$ cat src/rtl/reaction_pkg.sv
// Shared types and constants for the multi-player reaction arena.
package reaction_pkg;

  // Round state machine encoding.
  typedef enum logic [2:0] {
    S_IDLE,
    S_WAIT,
    S_ARMED,
    S_DONE,
    S_FOUL
  } arena_state_t;

  // LFSR seed and Fibonacci tap mask for x^16 + x^14 + x^13 + x^11 + 1.
  localparam logic [15:0] LFSR_SEED = 16'hACE1;
  localparam logic [15:0] LFSR_TAPS = 16'hB400;

  // Number of clock cycles in one millisecond tick.
  function automatic int ms_per_tick(input int clk_hz);
    return clk_hz / 1000;
  endfunction

endpackage

$ cat src/rtl/lfsr16.sv
// Free-running 16-bit Fibonacci LFSR, shifting left with feedback into bit 0.
module lfsr16
  import reaction_pkg::*;
(
  input  logic        clk,
  input  logic        clear,
  output logic [15:0] q
);

  // Advance one step per cycle; clear reloads the seed.
  always_ff @(posedge clk) begin
    // NOTE: sequential state uses non-blocking assignments so every flop samples pre-edge values.
    if (clear) q <= LFSR_SEED;
    else       q <= {q[14:0], ^(q & LFSR_TAPS)};
  end

endmodule

$ cat src/rtl/reaction_arena.sv
// N-player reaction timer: random arming delay, millisecond timing,
// per-player false-start detection, registered result/winner/foul outputs.
module reaction_arena
  import reaction_pkg::*;
#(
  parameter int CLK_HZ        = 50_000_000,
  parameter int N_PLAYERS     = 2,
  parameter int MIN_DELAY_MS  = 2000,
  parameter int SPAN_LOG2     = 12,
  parameter int MAX_RESULT_MS = 9999,
  parameter int TIME_W        = 14
) (
  input  logic                 clk_50M,
  input  logic                 clear,
  input  logic                 start,
  input  logic [N_PLAYERS-1:0] stop,
  output logic                 LED,
  output logic [TIME_W-1:0]    result_ms,
  output logic [N_PLAYERS-1:0] winner,
  output logic [N_PLAYERS-1:0] foul,
  output logic                 done,
  output logic                 busy
);

  localparam int TICK_CYCLES = ms_per_tick(CLK_HZ);
  localparam int PRE_W       = (TICK_CYCLES > 1) ? $clog2(TICK_CYCLES) : 1;
  localparam logic [PRE_W-1:0]  PRE_LAST   = PRE_W'(TICK_CYCLES - 1);
  localparam logic [TIME_W-1:0] MIN_DELAY  = TIME_W'(MIN_DELAY_MS);
  localparam logic [TIME_W-1:0] MAX_RESULT = TIME_W'(MAX_RESULT_MS);

  // Bit 0 carries start, bits N_PLAYERS:1 carry the stop buttons.
  logic [N_PLAYERS:0] in_meta, in_sync, in_prev, in_edge;
  logic               start_edge;
  logic [N_PLAYERS-1:0] stop_edge;

  logic [15:0]       lfsr_q;
  logic              lfsr_unused;
  arena_state_t      state;
  logic [PRE_W-1:0]  pre_cnt;
  logic              tick;
  logic [TIME_W-1:0] wait_ms, delay_ms;
  logic [TIME_W-1:0] wait_next, result_next;

  lfsr16 u_lfsr (
    .clk   (clk_50M),
    .clear (clear),
    .q     (lfsr_q)
  );

  // Only the low SPAN_LOG2 bits feed the delay; the rest are deliberately unused.
  assign lfsr_unused = ^lfsr_q;

  // Two-stage synchroniser followed by a registered rising-edge pulse.
  always_ff @(posedge clk_50M) begin
    if (clear) begin
      in_meta <= '0;
      in_sync <= '0;
      in_prev <= '0;
      in_edge <= '0;
    end else begin
      in_meta <= {stop, start};
      in_sync <= in_meta;
      in_prev <= in_sync;
      in_edge <= in_sync & ~in_prev;
    end
  end

  assign start_edge  = in_edge[0];
  assign stop_edge   = in_edge[N_PLAYERS:1];
  assign tick        = (pre_cnt == PRE_LAST);
  assign wait_next   = wait_ms + TIME_W'(1);
  assign result_next = result_ms + TIME_W'(1);

  // Round FSM with millisecond prescaler, counters and registered outputs.
  always_ff @(posedge clk_50M) begin
    if (clear) begin
      state     <= S_IDLE;
      pre_cnt   <= '0;
      wait_ms   <= '0;
      delay_ms  <= '0;
      result_ms <= '0;
      winner    <= '0;
      foul      <= '0;
      LED       <= 1'b0;
      done      <= 1'b0;
      busy      <= 1'b0;
    end else begin
      // NOTE: the last non-blocking assignment in a block wins, so the state-entry zeroing below overrides this free-run step.
      pre_cnt <= tick ? '0 : pre_cnt + PRE_W'(1);
      unique case (state)
        S_IDLE, S_DONE, S_FOUL: begin
          if (start_edge) begin
            delay_ms  <= MIN_DELAY + TIME_W'(lfsr_q[SPAN_LOG2-1:0]);
            wait_ms   <= '0;
            result_ms <= '0;
            winner    <= '0;
            foul      <= '0;
            done      <= 1'b0;
            busy      <= 1'b1;
            pre_cnt   <= '0;
            state     <= S_WAIT;
          end
        end
        S_WAIT: begin
          if (|stop_edge) begin
            // A press before the lamp is a foul, even on the arming tick.
            foul    <= stop_edge;
            LED     <= 1'b0;
            busy    <= 1'b0;
            done    <= 1'b1;
            pre_cnt <= '0;
            state   <= S_FOUL;
          end else if (tick) begin
            wait_ms <= wait_next;
            if (wait_next == delay_ms) begin
              LED     <= 1'b1;
              pre_cnt <= '0;
              state   <= S_ARMED;
            end
          end
        end
        S_ARMED: begin
          if (|stop_edge) begin
            // A press on the saturating tick still wins, reporting the ceiling.
            if (tick && result_next == MAX_RESULT) result_ms <= MAX_RESULT;
            winner  <= stop_edge;
            LED     <= 1'b0;
            busy    <= 1'b0;
            done    <= 1'b1;
            pre_cnt <= '0;
            state   <= S_DONE;
          end else if (tick) begin
            result_ms <= result_next;
            if (result_next == MAX_RESULT) begin
              winner  <= '0;
              LED     <= 1'b0;
              busy    <= 1'b0;
              done    <= 1'b1;
              pre_cnt <= '0;
              state   <= S_DONE;
            end
          end
        end
        default: state <= S_IDLE;
      endcase
    end
  end

endmodule

$ cat config.mk
export PLATFORM = sky130hd
export DESIGN_NAME = reaction_arena
export DESIGN_NICKNAME = d
export VERILOG_FILES = /design/src/rtl/reaction_pkg.sv /design/src/rtl/lfsr16.sv /design/src/rtl/reaction_arena.sv
export SDC_FILE = /design/constraint.sdc
export NUM_CORES = 1
export LEC_CHECK = 0
export ABC_CLOCK_PERIOD_IN_PS = 2800
export CAP_MARGIN = 20
export CORE_MARGIN = 8
export CORE_UTILIZATION = 45
export CTS_CLUSTER_SIZE = 12
export DETAILED_ROUTE_END_ITERATION = 12
export HOLD_SLACK_MARGIN = 0.1
export PLACE_DENSITY = 0.66
export SETUP_SLACK_MARGIN = 0.3
export SKIP_CTS_REPAIR_TIMING = 1
export SLEW_MARGIN = 10
export SYNTH_ARGS = -nofsm -noshare
export SYNTH_HDL_FRONTEND = slang
export SYNTH_SLANG_ARGS = --single-unit
$ cat constraint.sdc
create_clock -name clk_50M -period 2.8 [get_ports clk_50M]
set_input_delay 0.42 -clock clk_50M [delete_from_list [all_inputs] [get_ports clk_50M]]
set_output_delay 0.42 -clock clk_50M [all_outputs]
set_load 0.005 [all_outputs]
==> out/results.txt <==
Post-DRT Antenna Nets -> 0
First-pass GRT wire length -> 16,900 microns
Global route overflow -> 0
Clock transition at path regs -> 0.10 ns
Port Buffers -> 25
Synth Flop Type -> dfxtp_1
Die height -> 117 microns
CTS Sinks -> 95
Outcome -> finished, final reports clean
Share of the synthesized area in the top cell type -> 0.417
Initial core utilization -> 0.465
Rows -> 36
Crit path DAT -> 2.62 ns
Crit path launch type -> flop
Avg Inst Size Synth -> 8.51 sq um
Worst R2R Start -> result_ms[3]$_SDFFE_PP0P_
Reg2Reg Depth -> 8
Sw frac -> 0.284
Slew @ Worst Pin -> 0.671 ns
Post-synthesis sequential area ratio -> 0.417
DRT iter0 DRCs -> 245
Largest net degree at the start of global routing -> 43
Peak supply drop -> 0.270 mV
Drc violations -> 0
Worst Path Required -> 3.09 ns
Final critical-path required period -> 2.34 ns
Static Leak -> 1.78 nW
Ports -> 26
Die Width -> 117 microns
RD Place Congestion -> 0.860
Leading area contributor after synthesis -> dfxtp_1
Pint -> 1.99 mW
Worst-case clock buffer depth -> 2
Hold Path End -> in_edge[1]$_SDFF_PP0_
Clock power share -> 0.339
Max Freq -> 0.428 GHz
Routed len/inst -> 14.1 microns
Tcrit/Tclk final -> 0.834
Fin nets -> 568
Ys async rst share -> 0
Psw -> 789 uW
Final setup viols -> 0
Hold Crit Start -> in_prev[1]$_SDFF_PP0_
Worst Hold Depth -> 1
Synthesis-stage register bit count -> 95
Unrepaired setup endpoints after global routing -> false
Final Hold Fails -> 0
Slew Limit Fails -> 0
DIE AREA -> 13,600 sq um
Pre-antenna DRT Iters -> 5
Multi-input gate area -> 2520 sq um
Peak fanout along the critical path -> 10
MaxCap Viol Count -> 0
FF-to-FF End -> result_ms[2]$_SDFFE_PP0P_
H-tree depth -> 3
Share of cells above drive strength 1 -> 0.130
Synth top area cells -> dfxtp_1 42%, xnor2_1 5.4%, nor2_1 4.9%, a21oi_1 4.6%, nand2_1 3.6%
Core Area -> 9820 sq um
Synthesized cell area -> 4560 sq um
Reg2Reg Setup Slack -> 0.46 ns
Total CTS buffers -> 9
Root Driver -> clkbuf_8
Critical setup path kind -> reg -> reg
Count of yosys warnings during synthesis -> 0
Syn_nets -> 546
Tot GR Track Use -> 0.155
Max_slew headroom -> 0.553
Setup TNS -> 0 ns
Post-synth EDFFs -> 0
# fillers -> 947
Reg power frac -> 0.528
Power Dens Cells -> 534 nW/um^2
WL final -> 9840 microns
Vias/cell -> 5.45
Area Overhead vs Synth -> 14.1%
Vias in the first global route -> 3,549
Antenna cells -> 0
DPL Wire Length -> 6910 microns
Non-Filler Instances -> 696
Sequential cell area -> 1910 sq um
Worst Setup End Kind -> flop
Placed cells -> 680
Hold WC Path Type -> reg -> reg
Clock tree from TritonCTS -> done
Comb power frac -> 0.133
Initial antenna violation count -> 0
Post-Synthesis Cells -> 536
Worst skew pair latency -> 0.37 ns
Routed vias -> 3,790
Layout Skew -> 0.0136 ns
Distinct cells, synth -> 66
==> cells by family after synthesis <==
group,count (synthesis),synth area share
xor gates and xnor gates,45,0.0864
DFF,95,0.417
muxes,2,0.00439
AOI/OAI and AO/OA,118,0.167
and+or+nand+nor,232,0.265
adders and majority gates,5,0.0137
buffers and inverters,39,0.0472
==> how the worst max path moves through the flow <==
stage                               from                        end  slack, ns  depth (start not counted)
2_1_floorplan  result_ms[0]$_SDFFE_PP0P_  result_ms[0]$_SDFFE_PP0P_       0.42                         10
3_3_place_gp   result_ms[0]$_SDFFE_PP0P_  result_ms[2]$_SDFFE_PP0P_       0.31                          9
3_5_place_dp   result_ms[0]$_SDFFE_PP0P_  result_ms[2]$_SDFFE_PP0P_       0.19                          9
4_1_cts        result_ms[0]$_SDFFE_PP0P_  result_ms[2]$_SDFFE_PP0P_       0.17                          9
5_1_grt        result_ms[2]$_SDFFE_PP0P_  result_ms[2]$_SDFFE_PP0P_       0.30                          8
6_report       result_ms[3]$_SDFFE_PP0P_  result_ms[2]$_SDFFE_PP0P_       0.46                          8
==> cell usage after synthesis, drive strengths merged (4+ instances only) <==
master / number
dfxtp: 95
nor2: 60
nand2: 45
a21oi: 43
xnor2: 28
nand3: 26
o21ai: 26
nor2b: 25
clkbuf: 17
xor2: 17
buf: 12
or2: 12
and3: 11
a211oi: 9
inv: 9
or3: 9
nor3: 8
a31oi: 7
nand4: 7
ha: 5
nand3b: 5
a22oi: 4
nor4: 4
o21a: 4
or3b: 4
==> through the flow <==
| stage | power (mW) | hold slack, ns | util | setup slack, ns | cell area [sq um] |
|---|---|---|---|---|---|
| 3_5_place_dp | 1.87 | 0.375 | 0.500 | 0.191 | 4910 |
| 4_1_cts | 2.81 | 0.389 | 0.521 | 0.167 | 5120 |
| 6_report | 2.78 | 0.386 | 0.530 | 0.465 | 5200 |
| 3_3_place_gp | 1.85 | 0.372 | 0.500 | 0.311 | 4910 |
| 5_1_grt | 2.92 | 0.407 | 0.530 | 0.303 | 5200 |
| 2_1_floorplan | 1.78 | 0.367 | - | 0.421 | 4560 |
==> routing by layer <==
| metal | global-route usage | wire [microns] | vias up | part of all wire |
|---|---|---|---|---|
| met5 | 0 | 0 | - | 0 |
| met4 | 0.0742 | 216 | 0 | 0.022 |
| li1 | - | - | 1908 | - |
| met3 | 0.0321 | 498 | 16 | 0.051 |
| met2 | 0.237 | 4470 | 90 | 0.45 |
| met1 | 0.204 | 4650 | 1776 | 0.47 |
==> layout make-up <==
class	instances	share of cell area
Timing Repair Buffer	41	0.0709
Tap cell	133	0.0320
Sequential cell	95	0.367
Clock inverter	7	0.0154
Multi-Input combinational cell	402	0.484
Clock buffer	9	0.0238
Inverter	9	0.00649
==> state kept, by name, indices dropped and copies added, names as in the netlist <==
name and flops:
LED 1, busy 1, delay_ms 13, done 1, foul 2, in_edge 3
in_meta 3, in_prev 3, in_sync 3, pre_cnt 16, result_ms 14, state 3
u_lfsr.q 16, wait_ms 14, winner 2
==> power groups by stage <==
stage | registers (mW) | logic, mW | clock network, mW
after global placement | 1.50 | 0.353 | 0
final | 1.47 | 0.371 | 0.942
after global routing | 1.48 | 0.415 | 1.02
after floorplan | 1.47 | 0.310 | 0
after CTS | 1.47 | 0.366 | 0.971
after detailed placement | 1.50 | 0.364 | 0
==> critical path, cell delays in order (launching register included) <==
cell and delay (ns):
dfxtp_1 0.55, nand3_4 0.15, or3_4 0.40, a2111oi_4 0.36, nand2_2 0.11, a21oi_4 0.18, buf_6 0.16, o21ai_0 0.11
a221oi_2 0.23
==> placed cells by master, fill, tap and decap left out, types with 8 or more instances in the layout <==
master           netlist  routed
dfxtp_1               95      93
nor2_1                60      60
nand2_1               44      44
a21oi_1               42      42
xnor2_1               28      28
nor2b_1               25      25
o21ai_0               25      25
nand3_1               25      24
clkdlybuf4s50_1        0      24
xor2_1                17      16
buf_4                  2      15
or2_2                 11      11
and3_1                10      10
inv_1                  9       9
clkbuf_8               0       9
a211oi_1               9       8
(Power assumes the default switching activity.)
